[src/rtl/mem_pkg.sv]
// Shared definitions for the memory stage: memop field positions, size codes,
// FSM state encoding and the default acknowledge timeout.
package mem_pkg;

    localparam int unsigned MemopStoreBit     = 3;
    localparam int unsigned MemopUnsignedBit  = 2;
    localparam int unsigned DefaultAckTimeout = 255;

    typedef enum logic [1:0] {
        SizeByte = 2'b00,
        SizeHalf = 2'b01,
        SizeWord = 2'b10,
        SizeRsvd = 2'b11
    } mem_size_e;

    typedef enum logic [0:0] {
        StIdle = 1'b0,
        StBusy = 1'b1
    } mem_state_e;

    function automatic logic is_misaligned(mem_size_e size, logic [1:0] addr_lo);
        return ((size == SizeHalf) && addr_lo[0]) || ((size == SizeWord) && (addr_lo != 2'b00));
    endfunction

endpackage

[src/rtl/mem_stage_if.sv]
// Data-memory bus between the memory stage (master) and the memory (slave).
interface mem_stage_if;

    logic        mem_req;
    logic        mem_we;
    logic [31:0] mem_addr;
    logic [3:0]  mem_be;
    logic [31:0] mem_wdata;
    logic [31:0] mem_rdata;
    logic        mem_ack;

    modport master (
        output mem_req, mem_we, mem_addr, mem_be, mem_wdata,
        input  mem_rdata, mem_ack
    );

    modport slave (
        input  mem_req, mem_we, mem_addr, mem_be, mem_wdata,
        output mem_rdata, mem_ack
    );

endinterface

[src/rtl/lsu_align.sv]
// Lane steering for the memory stage: store byte-enables / replicated write data,
// and load byte/half extraction with zero or sign extension.
module lsu_align
    import mem_pkg::*;
(
    input  logic [1:0]  st_addr_lo,
    input  mem_size_e   st_size,
    input  logic [31:0] st_data,
    output logic [3:0]  st_be,
    output logic [31:0] st_wdata,
    input  logic [1:0]  ld_addr_lo,
    input  mem_size_e   ld_size,
    input  logic        ld_unsigned,
    input  logic [31:0] ld_rdata,
    output logic [31:0] ld_data
);

    logic [31:0] byte_shift;
    logic [31:0] half_shift;
    logic        byte_sign;
    logic        half_sign;

    always_comb begin
        st_be    = 4'b1111;
        st_wdata = st_data;
        case (st_size)
            SizeByte: begin
                st_be    = 4'b0001 << st_addr_lo;
                st_wdata = {4{st_data[7:0]}};
            end
            SizeHalf: begin
                st_be    = st_addr_lo[1] ? 4'b1100 : 4'b0011;
                st_wdata = {2{st_data[15:0]}};
            end
            default: begin
                st_be    = 4'b1111;
                st_wdata = st_data;
            end
        endcase
    end

    assign byte_shift = ld_rdata >> {ld_addr_lo, 3'b000};
    assign half_shift = ld_rdata >> {ld_addr_lo[1], 4'b0000};
    assign byte_sign  = ~ld_unsigned & byte_shift[7];
    assign half_sign  = ~ld_unsigned & half_shift[15];

    always_comb begin
        ld_data = ld_rdata;
        case (ld_size)
            SizeByte: ld_data = {{24{byte_sign}}, byte_shift[7:0]};
            SizeHalf: ld_data = {{16{half_sign}}, half_shift[15:0]};
            default:  ld_data = ld_rdata;
        endcase
    end

endmodule

[src/rtl/mem_stage.sv]
// Pipeline memory stage: issues one data-memory access at a time, stalls EX while busy,
// writes back loads and flags bus timeouts. Optional macro MISALIGN_TRAP_EN traps misaligned ops.
module mem_stage
    import mem_pkg::*;
#(
    parameter int unsigned ACK_TIMEOUT = DefaultAckTimeout
) (
    input  logic               clk,
    input  logic               rst_n,
    input  logic               mem_valid_e,
    input  logic [31:0]        aguout,
    input  logic [31:0]        store_data_e,
    input  logic [3:0]         memop_e,
    input  logic [4:0]         rd_e,
    output logic               stall_m,
    mem_stage_if.master        mem_bus,
    output logic               wb_valid,
    output logic [31:0]        wb_data,
    output logic [4:0]         wb_rd,
    output logic               bus_err,
    output logic               misalign_err
);

    localparam logic [7:0] AckTimeout = 8'(ACK_TIMEOUT);

    mem_state_e  state_q, state_d;
    logic [7:0]  cnt_q, cnt_d;
    logic [7:0]  cnt_inc;

    logic        req_q, req_d;
    logic        we_q, we_d;
    logic [31:0] addr_q, addr_d;
    logic [3:0]  be_q, be_d;
    logic [31:0] wdata_q, wdata_d;
    logic        wb_valid_q, wb_valid_d;
    logic [31:0] wb_data_q, wb_data_d;
    logic [4:0]  wb_rd_q, wb_rd_d;
    logic        bus_err_q, bus_err_d;
    logic        misalign_err_q, misalign_err_d;

    logic        store_q, store_d;
    logic        unsigned_q, unsigned_d;
    mem_size_e   size_q, size_d;
    logic [1:0]  addr_lo_q, addr_lo_d;
    logic [4:0]  rd_q, rd_d;

    mem_size_e   size_in;
    logic        accept;
    logic        trap;
    logic        issue;
    logic        ack_done;
    logic        timed_out;
    logic [3:0]  st_be;
    logic [31:0] st_wdata;
    logic [31:0] ld_data;

    assign size_in = mem_size_e'(memop_e[1:0]);
    assign accept  = (state_q == StIdle) && mem_valid_e && (size_in != SizeRsvd);

`ifdef MISALIGN_TRAP_EN
    assign trap = is_misaligned(size_in, aguout[1:0]);
`else
    assign trap = 1'b0;
`endif

    assign issue     = accept && !trap;
    assign cnt_inc   = cnt_q + 8'd1;
    assign ack_done  = (state_q == StBusy) && mem_bus.mem_ack;
    assign timed_out = (state_q == StBusy) && !mem_bus.mem_ack && (cnt_inc == AckTimeout);

    lsu_align u_align (
        .st_addr_lo  (aguout[1:0]),
        .st_size     (size_in),
        .st_data     (store_data_e),
        .st_be       (st_be),
        .st_wdata    (st_wdata),
        .ld_addr_lo  (addr_lo_q),
        .ld_size     (size_q),
        .ld_unsigned (unsigned_q),
        .ld_rdata    (mem_bus.mem_rdata),
        .ld_data     (ld_data)
    );

    // State register plus every registered output; reset clears all of it.
    always_ff @(posedge clk) begin
        if (!rst_n) begin
            state_q        <= StIdle;
            cnt_q          <= '0;
            req_q          <= 1'b0;
            we_q           <= 1'b0;
            addr_q         <= '0;
            be_q           <= '0;
            wdata_q        <= '0;
            wb_valid_q     <= 1'b0;
            wb_data_q      <= '0;
            wb_rd_q        <= '0;
            bus_err_q      <= 1'b0;
            misalign_err_q <= 1'b0;
            store_q        <= 1'b0;
            unsigned_q     <= 1'b0;
            size_q         <= SizeByte;
            addr_lo_q      <= '0;
            rd_q           <= '0;
        end else begin
            state_q        <= state_d;
            cnt_q          <= cnt_d;
            req_q          <= req_d;
            we_q           <= we_d;
            addr_q         <= addr_d;
            be_q           <= be_d;
            wdata_q        <= wdata_d;
            wb_valid_q     <= wb_valid_d;
            wb_data_q      <= wb_data_d;
            wb_rd_q        <= wb_rd_d;
            bus_err_q      <= bus_err_d;
            misalign_err_q <= misalign_err_d;
            store_q        <= store_d;
            unsigned_q     <= unsigned_d;
            size_q         <= size_d;
            addr_lo_q      <= addr_lo_d;
            rd_q           <= rd_d;
        end
    end

    always_comb begin
        state_d = state_q;
        cnt_d   = cnt_q;
        unique case (state_q)
            StIdle: begin
                if (issue) begin
                    state_d = StBusy;
                    cnt_d   = '0;
                end
            end
            StBusy: begin
                // An ack in the final allowed cycle still completes normally.
                if (mem_bus.mem_ack || timed_out) begin
                    state_d = StIdle;
                end else begin
                    cnt_d = cnt_inc;
                end
            end
            default: state_d = StIdle;
        endcase
    end

    always_comb begin
        req_d          = req_q;
        we_d           = we_q;
        addr_d         = addr_q;
        be_d           = be_q;
        wdata_d        = wdata_q;
        wb_valid_d     = 1'b0;
        wb_data_d      = wb_data_q;
        wb_rd_d        = wb_rd_q;
        bus_err_d      = 1'b0;
        misalign_err_d = 1'b0;
        store_d        = store_q;
        unsigned_d     = unsigned_q;
        size_d         = size_q;
        addr_lo_d      = addr_lo_q;
        rd_d           = rd_q;

        if (issue) begin
            req_d      = 1'b1;
            we_d       = memop_e[MemopStoreBit];
            addr_d     = {aguout[31:2], 2'b00};
            be_d       = st_be;
            wdata_d    = st_wdata;
            store_d    = memop_e[MemopStoreBit];
            unsigned_d = memop_e[MemopUnsignedBit];
            size_d     = size_in;
            addr_lo_d  = aguout[1:0];
            rd_d       = rd_e;
        end

        if (accept && trap) begin
            misalign_err_d = 1'b1;
        end

        if (ack_done) begin
            req_d = 1'b0;
            we_d  = 1'b0;
            if (!store_q) begin
                wb_valid_d = 1'b1;
                wb_data_d  = ld_data;
                wb_rd_d    = rd_q;
            end
        end

        if (timed_out) begin
            req_d     = 1'b0;
            we_d      = 1'b0;
            bus_err_d = 1'b1;
        end
    end

    assign stall_m           = (state_q == StBusy);
    assign mem_bus.mem_req   = req_q;
    assign mem_bus.mem_we    = we_q;
    assign mem_bus.mem_addr  = addr_q;
    assign mem_bus.mem_be    = be_q;
    assign mem_bus.mem_wdata = wdata_q;
    assign wb_valid          = wb_valid_q;
    assign wb_data           = wb_data_q;
    assign wb_rd             = wb_rd_q;
    assign bus_err           = bus_err_q;
    assign misalign_err      = misalign_err_q;

endmodule
[src/flat_wrapper.sv]
// flat-port wrapper written by rule: the top's interface ports become plain ports
module mem_stage_flat import mem_pkg::*;
#(
    parameter int unsigned ACK_TIMEOUT = DefaultAckTimeout
)
  (clk, rst_n, mem_valid_e, aguout, store_data_e, memop_e, rd_e, stall_m, wb_valid, wb_data, wb_rd, bus_err, misalign_err, mem_bus_mem_req, mem_bus_mem_we, mem_bus_mem_addr, mem_bus_mem_be, mem_bus_mem_wdata, mem_bus_mem_rdata, mem_bus_mem_ack);
  mem_stage_if mem_bus_i ();
  input  logic clk;
  input  logic rst_n;
  input  logic mem_valid_e;
  input  logic [31:0] aguout;
  input  logic [31:0] store_data_e;
  input  logic [3:0] memop_e;
  input  logic [4:0] rd_e;
  output logic stall_m;
  output logic wb_valid;
  output logic [31:0] wb_data;
  output logic [4:0] wb_rd;
  output logic bus_err;
  output logic misalign_err;
  output wire logic [$bits(mem_bus_i.mem_req)-1:0] mem_bus_mem_req;
  output wire logic [$bits(mem_bus_i.mem_we)-1:0] mem_bus_mem_we;
  output wire logic [$bits(mem_bus_i.mem_addr)-1:0] mem_bus_mem_addr;
  output wire logic [$bits(mem_bus_i.mem_be)-1:0] mem_bus_mem_be;
  output wire logic [$bits(mem_bus_i.mem_wdata)-1:0] mem_bus_mem_wdata;
  input wire logic [$bits(mem_bus_i.mem_rdata)-1:0] mem_bus_mem_rdata;
  input wire logic [$bits(mem_bus_i.mem_ack)-1:0] mem_bus_mem_ack;
  assign mem_bus_mem_req = mem_bus_i.mem_req;
  assign mem_bus_mem_we = mem_bus_i.mem_we;
  assign mem_bus_mem_addr = mem_bus_i.mem_addr;
  assign mem_bus_mem_be = mem_bus_i.mem_be;
  assign mem_bus_mem_wdata = mem_bus_i.mem_wdata;
  assign mem_bus_i.mem_rdata = mem_bus_mem_rdata;
  assign mem_bus_i.mem_ack = mem_bus_mem_ack;
  mem_stage #(.ACK_TIMEOUT(ACK_TIMEOUT)) u_core (.clk(clk), .rst_n(rst_n), .mem_valid_e(mem_valid_e), .aguout(aguout), .store_data_e(store_data_e), .memop_e(memop_e), .rd_e(rd_e), .stall_m(stall_m), .mem_bus(mem_bus_i), .wb_valid(wb_valid), .wb_data(wb_data), .wb_rd(wb_rd), .bus_err(bus_err), .misalign_err(misalign_err));
endmodule
[config.mk]
export PLATFORM = sky130hd
export DESIGN_NAME = mem_stage_flat
export DESIGN_NICKNAME = d
export VERILOG_FILES = /design/src/rtl/mem_pkg.sv /design/src/rtl/mem_stage_if.sv /design/src/rtl/lsu_align.sv /design/src/rtl/mem_stage.sv /design/src/flat_wrapper.sv
export SDC_FILE = /design/constraint.sdc
export NUM_CORES = 1
export LEC_CHECK = 0
export ABC_AREA = 1
export CAP_MARGIN = 20
export CORE_MARGIN = 5
export CORE_UTILIZATION = 35
export DETAILED_ROUTE_END_ITERATION = 8
export GPL_ROUTABILITY_DRIVEN = 0
export PLACE_DENSITY_LB_ADDON = 0.2
export SLEW_MARGIN = 30
export SYNTH_ARGS = -nofsm -noshare
export SYNTH_HDL_FRONTEND = slang
export SYNTH_HIERARCHICAL = 1
export SYNTH_SLANG_ARGS = --single-unit
export TNS_END_PERCENT = 1
[constraint.sdc]
create_clock -name clk -period 5.4 [get_ports clk]
set_clock_uncertainty 0.2 [all_clocks]
set_input_delay 0.54 -clock clk [delete_from_list [all_inputs] [get_ports clk]]
set_output_delay 0.54 -clock clk [all_outputs]
set_load 0.01 [all_outputs]
# Word level (Yosys, flattened, before mapping)
# Index checks and enable logic that the tools add are counted.
word_totals:
  wordCells: 57
  output_inout_bits: 111
  register_bits: 127
  input_bits: 109
op_classes:
  n_shift: 3
  bitwise: 6
  n_mux: 12
  add_sub_neg: 1
  n_reduce_logical: 13
  n_eq_ne: 6
op_table:
  columns: ["cell", "n"]
  rows:
  - ["32-bit one-hot mux with 2 select lines", 2]
  - ["32-bit by 5-bit >> shifter with 16-bit output", 1]
  - ["32-bit by 5-bit >> shifter with 8-bit output", 1]
  - ["8-bit two-way mux", 2]
  - ["8-bit one-hot mux with 2 select lines", 1]
  - ["8-bit by 1-bit adder with 8-bit output, second input constant", 1]
  - ["8-bit == test, second input constant", 1]
  - ["4-bit one-hot mux with 2 select lines", 1]
  - ["2-bit AND reduction", 3]
  - ["1-bit logical AND", 5]
  - ["2-bit by 1-bit == test with 1-bit output, second input constant", 2]
  - ["2-bit zero test", 2]
  - ["1-bit two-way mux", 4]
  - ["4-bit two-way mux", 1]
  - ["2-bit != test, second input constant", 2]
  - ["1-bit NOT", 4]
  - ["1-bit by 2-bit << shifter with 4-bit output, first input constant", 1]
  - ["3-bit OR reduction", 1]
  - ["1-bit AND", 2]
  - ["2-bit by 1-bit != test with 1-bit output, second input constant", 1]
  - ["1-bit one-hot mux with 2 select lines", 1]
  - ["1-bit zero test", 1]
  - ["1-bit logical OR", 1]

# Longest topological paths before layout
logic_depth:
  ltp_word: 6
  ltp_mapped: 13
  ltp_nobuf: 12

# Cells and area by module
# The synthesis kept the hierarchy.
modules_own_cells:
  columns: ["mod", "area_each_um2", "cells_per_inst", "seq_area_each_um2", "instances"]
  rows:
  - ["mem_stage", 4690.7, 616, 2542.4, 1]
  - ["lsu_align", 1342.5, 249, 0.0, 1]

# Least setup slack after synthesis
# Ideal clock, no wire load.
synth_path:
  path_kind: "register to register"
  start: "register u_core.cnt_q[0]"
  end: "register u_core.cnt_q[1]"
  arrival_ns: 1.468
  period_less_slack_ns: 1.781
  path_stages_with_launch: 12
  n_path_buf: 1
  setup_slack_ns: 3.619
  setup_ns: 0.113
  required_ns: 5.087
  path_cell_list: "dfxtp_1 > ha_1 > nand3_1 > o21ai_1 > nand2_1 > nor2_2 > nand2_2 > nand2_4 > buf_12 > nand3_2 > nand2_1 > nor2_2"
synth_via:
  elab_chain_cells: 6
  word_cells_on_any_way: 8
  cone_classes: "add/sub (1); eq/ne (2); mux (2); reduce/logical (3)"
synth_rtl:
  columns: ["item", "line_no", "text"]
  rows:
  - ["start: declaration", "mem_stage.sv:27", "logic [7:0] cnt_q, cnt_d;"]
  - ["start signal: assignment", "mem_stage.sv:106", "cnt_q <= cnt_d;"]
  - ["8-bit by 1-bit adder with 8-bit output *", "mem_stage.sv:67", "assign cnt_inc = cnt_q + 8'd1;"]
  - ["8-bit == test", "mem_stage.sv:69", "assign timed_out = (state_q == StBusy) && !mem_bus.mem_ack && (cnt_inc == AckTimeout);"]
  - ["1-bit logical AND", "mem_stage.sv:69", null]
  - ["1-bit logical OR", "mem_stage.sv:137", "if (mem_bus.mem_ack || timed_out) begin"]
  - ["2-bit != test (no source line)", null, null]
  - ["2-bit AND reduction (no source line)", null, null]
# Mark *: on every way between the ends. The rest lies on a longest branch, timed or not. The select of a mux whose other input is x is not followed.
# A chain may end at the register's enable or synchronous reset.

# Worst setup path after layout
layout_path:
  start: "input port memop_e[0]"
  end: "register u_core.addr_q[19], in the netlist u_core/mem_bus.mem_addr[19]"
layout_via:
  elab_chain_cells: 2
layout_rtl:
  columns: ["item", "line_no", "text"]
  rows:
  - ["start: declaration", "flat_wrapper.sv:13", "input logic [3:0] memop_e;"]
  - ["2-bit != test", "mem_stage.sv:58", "assign accept = (state_q == StIdle) && mem_valid_e && (size_in != SizeRsvd);"]
  - ["1-bit logical AND", "mem_stage.sv:58", null]
  - ["end signal: assignment", "mem_stage.sv:109", "addr_q <= addr_d;"]
  - ["end: declaration", "mem_stage.sv:32", "logic [31:0] addr_q, addr_d;"]
# Every way passes these cells.

==> out/results.tsv <==
stage	metric	value	unit
outcome	status	finished clean	
drt	wirelength	18700	microns
pwr	intPower	0.00203	W
sta	setup_tns	0	ns
clock_network	cts_buffers	17	
synth	synth-async-reset-ratio	0	
critical_path	path_delay_family	buffers and inverters	
placement	dp.cells	1247	
die	fp.dieW	141	microns
clock_network	clock_sinks	127	
clock_network	cts_setup_buffers	0	
sta	finalSetupViolations	0	
job	cap_viol_max_count	0	
drt	firstDrtPassIters	4	
die	ios	220	
sta	min_period_over_period	0.482	
global_routing	grt_max_degree	96	
pwr	p_leak	3.70	nW
critical_path	cp.arrival	2.76	ns
pwr	switching_share	0.271	
clock_network	path_clk_slew	0.06	ns
synth	netlist_area	6030	sq um
synth	syn_avg_cell_area	6.97	sq um
clock_network	h-tree-depth	4	
cells_and_area	regArea	2540	sq um
critical_path	setup.worst_path.class	input pin to register	
sta	max_slew.worst_pin.slew	0.775	ns
drt	first_iter_violations	247	
sta	hold_viol_final	0	
cells_and_area	n_fill_cell	1730	
sta	slew_headroom	0.482	
pwr	powerDensity	318	nW/um^2
global_routing	grt_util_all_layers	0.185	
clock_network	cts_tree	yes	
clock_network	cts-resized-gates	0	
placement	hpwlAfterDp	13000	microns
sta	period_needed	2.60	ns
cells_and_area	final_cells	1279	
synth	ys_seq_elements	127	
cells_and_area	layout_commonest_cell	nor2_1	
pwr	p_switching	0.000753	W
critical_path	cp_common_cell	nor2_1	
critical_path	worstPathMaxFanout	45	
synth	synthCells	865	
drt	avgViaCountPerCell	4.63	
clock_network	ctsHoldBuffers	0	
pwr	pwr-share-seq	0.381	
clock_network	clk_latency	0.41	ns
die	dieHeight	141	microns
die	core_area	17100	sq um
pwr	clockPowerShare	0.424	
cells_and_area	area_growth	45.0	%
critical_path	worstSetupStartpointType	input pin	
pwr	comb_power_share	0.195	
sta	max_freq	384	MHz
global_routing	grt_pass1_vias	5710	
drt	drc_errors	0	
global_routing	grt_pass1_wl	29700	microns
critical_path	cp.required	5.55	ns
hold_path	hp-class	register to register	
critical_path	cp_slowest_stage_delay	0.66	ns
critical_path	crit_path_end_kind	register	
die	initial_core_util	0.352	
sta	rsz0062_at_grt	no	
die	num_rows	48	
cells_and_area	diodes	0	
drt	vias	5928	
clock_network	max-clock-path-buffers	2	
critical_path	cp_slowest_cell	clkdlybuf4s50_1	
synth	synth.distinct_cells	31	
critical_path	cp_num_buf_inv	3	
drt	final_antenna_net_count	0	
cells_and_area	multi_input_area	3010	sq um
synth	synthFlopType	dfxtp_1	
die	dieArea	20000	sq um
synth	synth_edf_count	0	
sta	final_max_slew_viol_count	0	
synth	yosysSeqAreaShare	0.421	
global_routing	grt_antenna_before_repair	0	
drt	wire_per_inst	14.6	microns
cells_and_area	layout-drive-gt1-share	0.101	
global_routing	grt-ovfl-total	0	
cells_and_area	fin_nets	1152	
pwr	vdd_drop_max	0.000233	V
clock_network	clockRootBuffer	clkbuf_16	
critical_path	path_cells	clkdlybuf4s50_1 > nand2_1 > nand3_4 > inv_2 > buf_4 > nor2_1 > nor2_1	
placement	port_buffers	216	
cells_and_area	final_cell_mix	251 x nor2_1, 215 x clkdlybuf4s50_1, 157 x nand2_1, 126 x dfxtp_1, 72 x o21ai_1	
synth	ys.warnings.count	6	
==> logic make-up (layout without fill, tap and decap cells) <==
family                     Yosys count  in the layout  share of synthesized area
and+or+nand+nor                    493            493                      0.356
AOI/OAI and AO/OA                  151            151                      0.134
DFF                                127            127                      0.421
buffers and inverters               91            278                     0.0834
adders and majority gates            2              2                    0.00415
other                                1              3                   0.000622
==> stage by stage <==
stage	util	instance area (sq um)	worst slack (ns)	total power (W)	hold slack, ns
after floorplan	-	6040	3.62	0.00138	0.246
after global placement	0.475	8130	2.32	0.00163	0.255
after detailed placement	0.475	8130	2.34	0.00163	0.260
after CTS	0.511	8740	2.78	0.00282	0.269
after global routing	0.511	8750	2.57	0.00293	0.296
final	0.511	8750	2.80	0.00278	0.268
==> cell type report <==
type / count / area share
Multi-Input combinational cell: 649 / 0.344
Timing Repair Buffer: 221 / 0.252
Clock inverter: 13 / 0.0185
Inverter: 25 / 0.0116
Sequential cell: 127 / 0.291
Tap cell: 225 / 0.0322
Clock buffer: 19 / 0.0518
==> path summary, 6_finish.rpt <==
check        slack (ns)                                       end  cells past startpoint                               start
min                0.27        u_core/mem_bus.mem_we$_SDFFE_PP0P_                      2  u_core/mem_bus.mem_we$_SDFFE_PP0P_
max reg2reg        3.20           u_core/wb_data[20]$_SDFFE_PN0P_                      9    u_core/addr_lo_q[1]$_SDFFE_PN0P_
max                2.80  u_core/mem_bus.mem_addr[19]$_SDFFE_PN0P_                      7                          memop_e[0]
min reg2reg        0.27        u_core/mem_bus.mem_we$_SDFFE_PP0P_                      2  u_core/mem_bus.mem_we$_SDFFE_PP0P_
==> tightest hold or removal path: cells and delay by family (launching register included) <==
| kind | cells | cell delay, ns |
|---|---|---|
| AOI/OAI and AO/OA | 1 | 0.05 |
| DFF | 1 | 0.31 |
| and+or+nand+nor | 1 | 0.06 |
==> state kept, by name, summed over array words and instances, names as in the netlist <==
name and count:
u_core/wb_valid 1, u_core/size_q 2, u_core/wb_data 32, u_core/store_q 1, u_core/wb_rd 5, u_core/cnt_q 8
u_core/mem_bus.mem_wdata 32, u_core/addr_lo_q 2, u_core/rd_q 5, u_core/mem_bus.mem_addr 30, u_core/mem_bus.mem_req 1, u_core/stall_m 1
u_core/unsigned_q 1, u_core/mem_bus.mem_we 1, u_core/mem_bus.mem_be 4, u_core/bus_err 1
==> cells in the mapped netlist, types with 5 or more instances <==
cell type | count | area (sq um)
nor2_1 | 252 | 946
nand2_1 | 157 | 589
dfxtp_1 | 127 | 2540
o21ai_1 | 72 | 360
o21ai_0 | 56 | 280
clkbuf_1 | 32 | 120
nand3_1 | 25 | 125
nand3_2 | 23 | 230
inv_1 | 19 | 71.3
buf_4 | 12 | 90.1
nand2_2 | 11 | 68.8
buf_2 | 10 | 50.1
o211ai_1 | 9 | 67.6
a21oi_2 | 8 | 70.1
nor2_2 | 6 | 37.5
a21oi_1 | 5 | 25.0
inv_2 | 5 | 18.8
==> layer usage <==
metal / share of wire / up-vias / global-route usage
li1: - / 3092 / -
met1: 0.44 / 2656 / 0.228
met2: 0.45 / 166 / 0.292
met3: 0.098 / 14 / 0.0809
met4: 0.0097 / 0 / 0.0581
met5: 0 / - / 0
==> power groups by stage <==
stage	sequential, W	clock, W	combinational, W
3_3_place_gp	0.00108	0	0.000546
3_5_place_dp	0.00108	0	0.000547
2_1_floorplan	0.00109	0	0.000287
6_report	0.00106	0.00118	0.000544
5_1_grt	0.00107	0.00125	0.000604
4_1_cts	0.00106	0.00121	0.000550
Power figures use the tool's default switching activity.
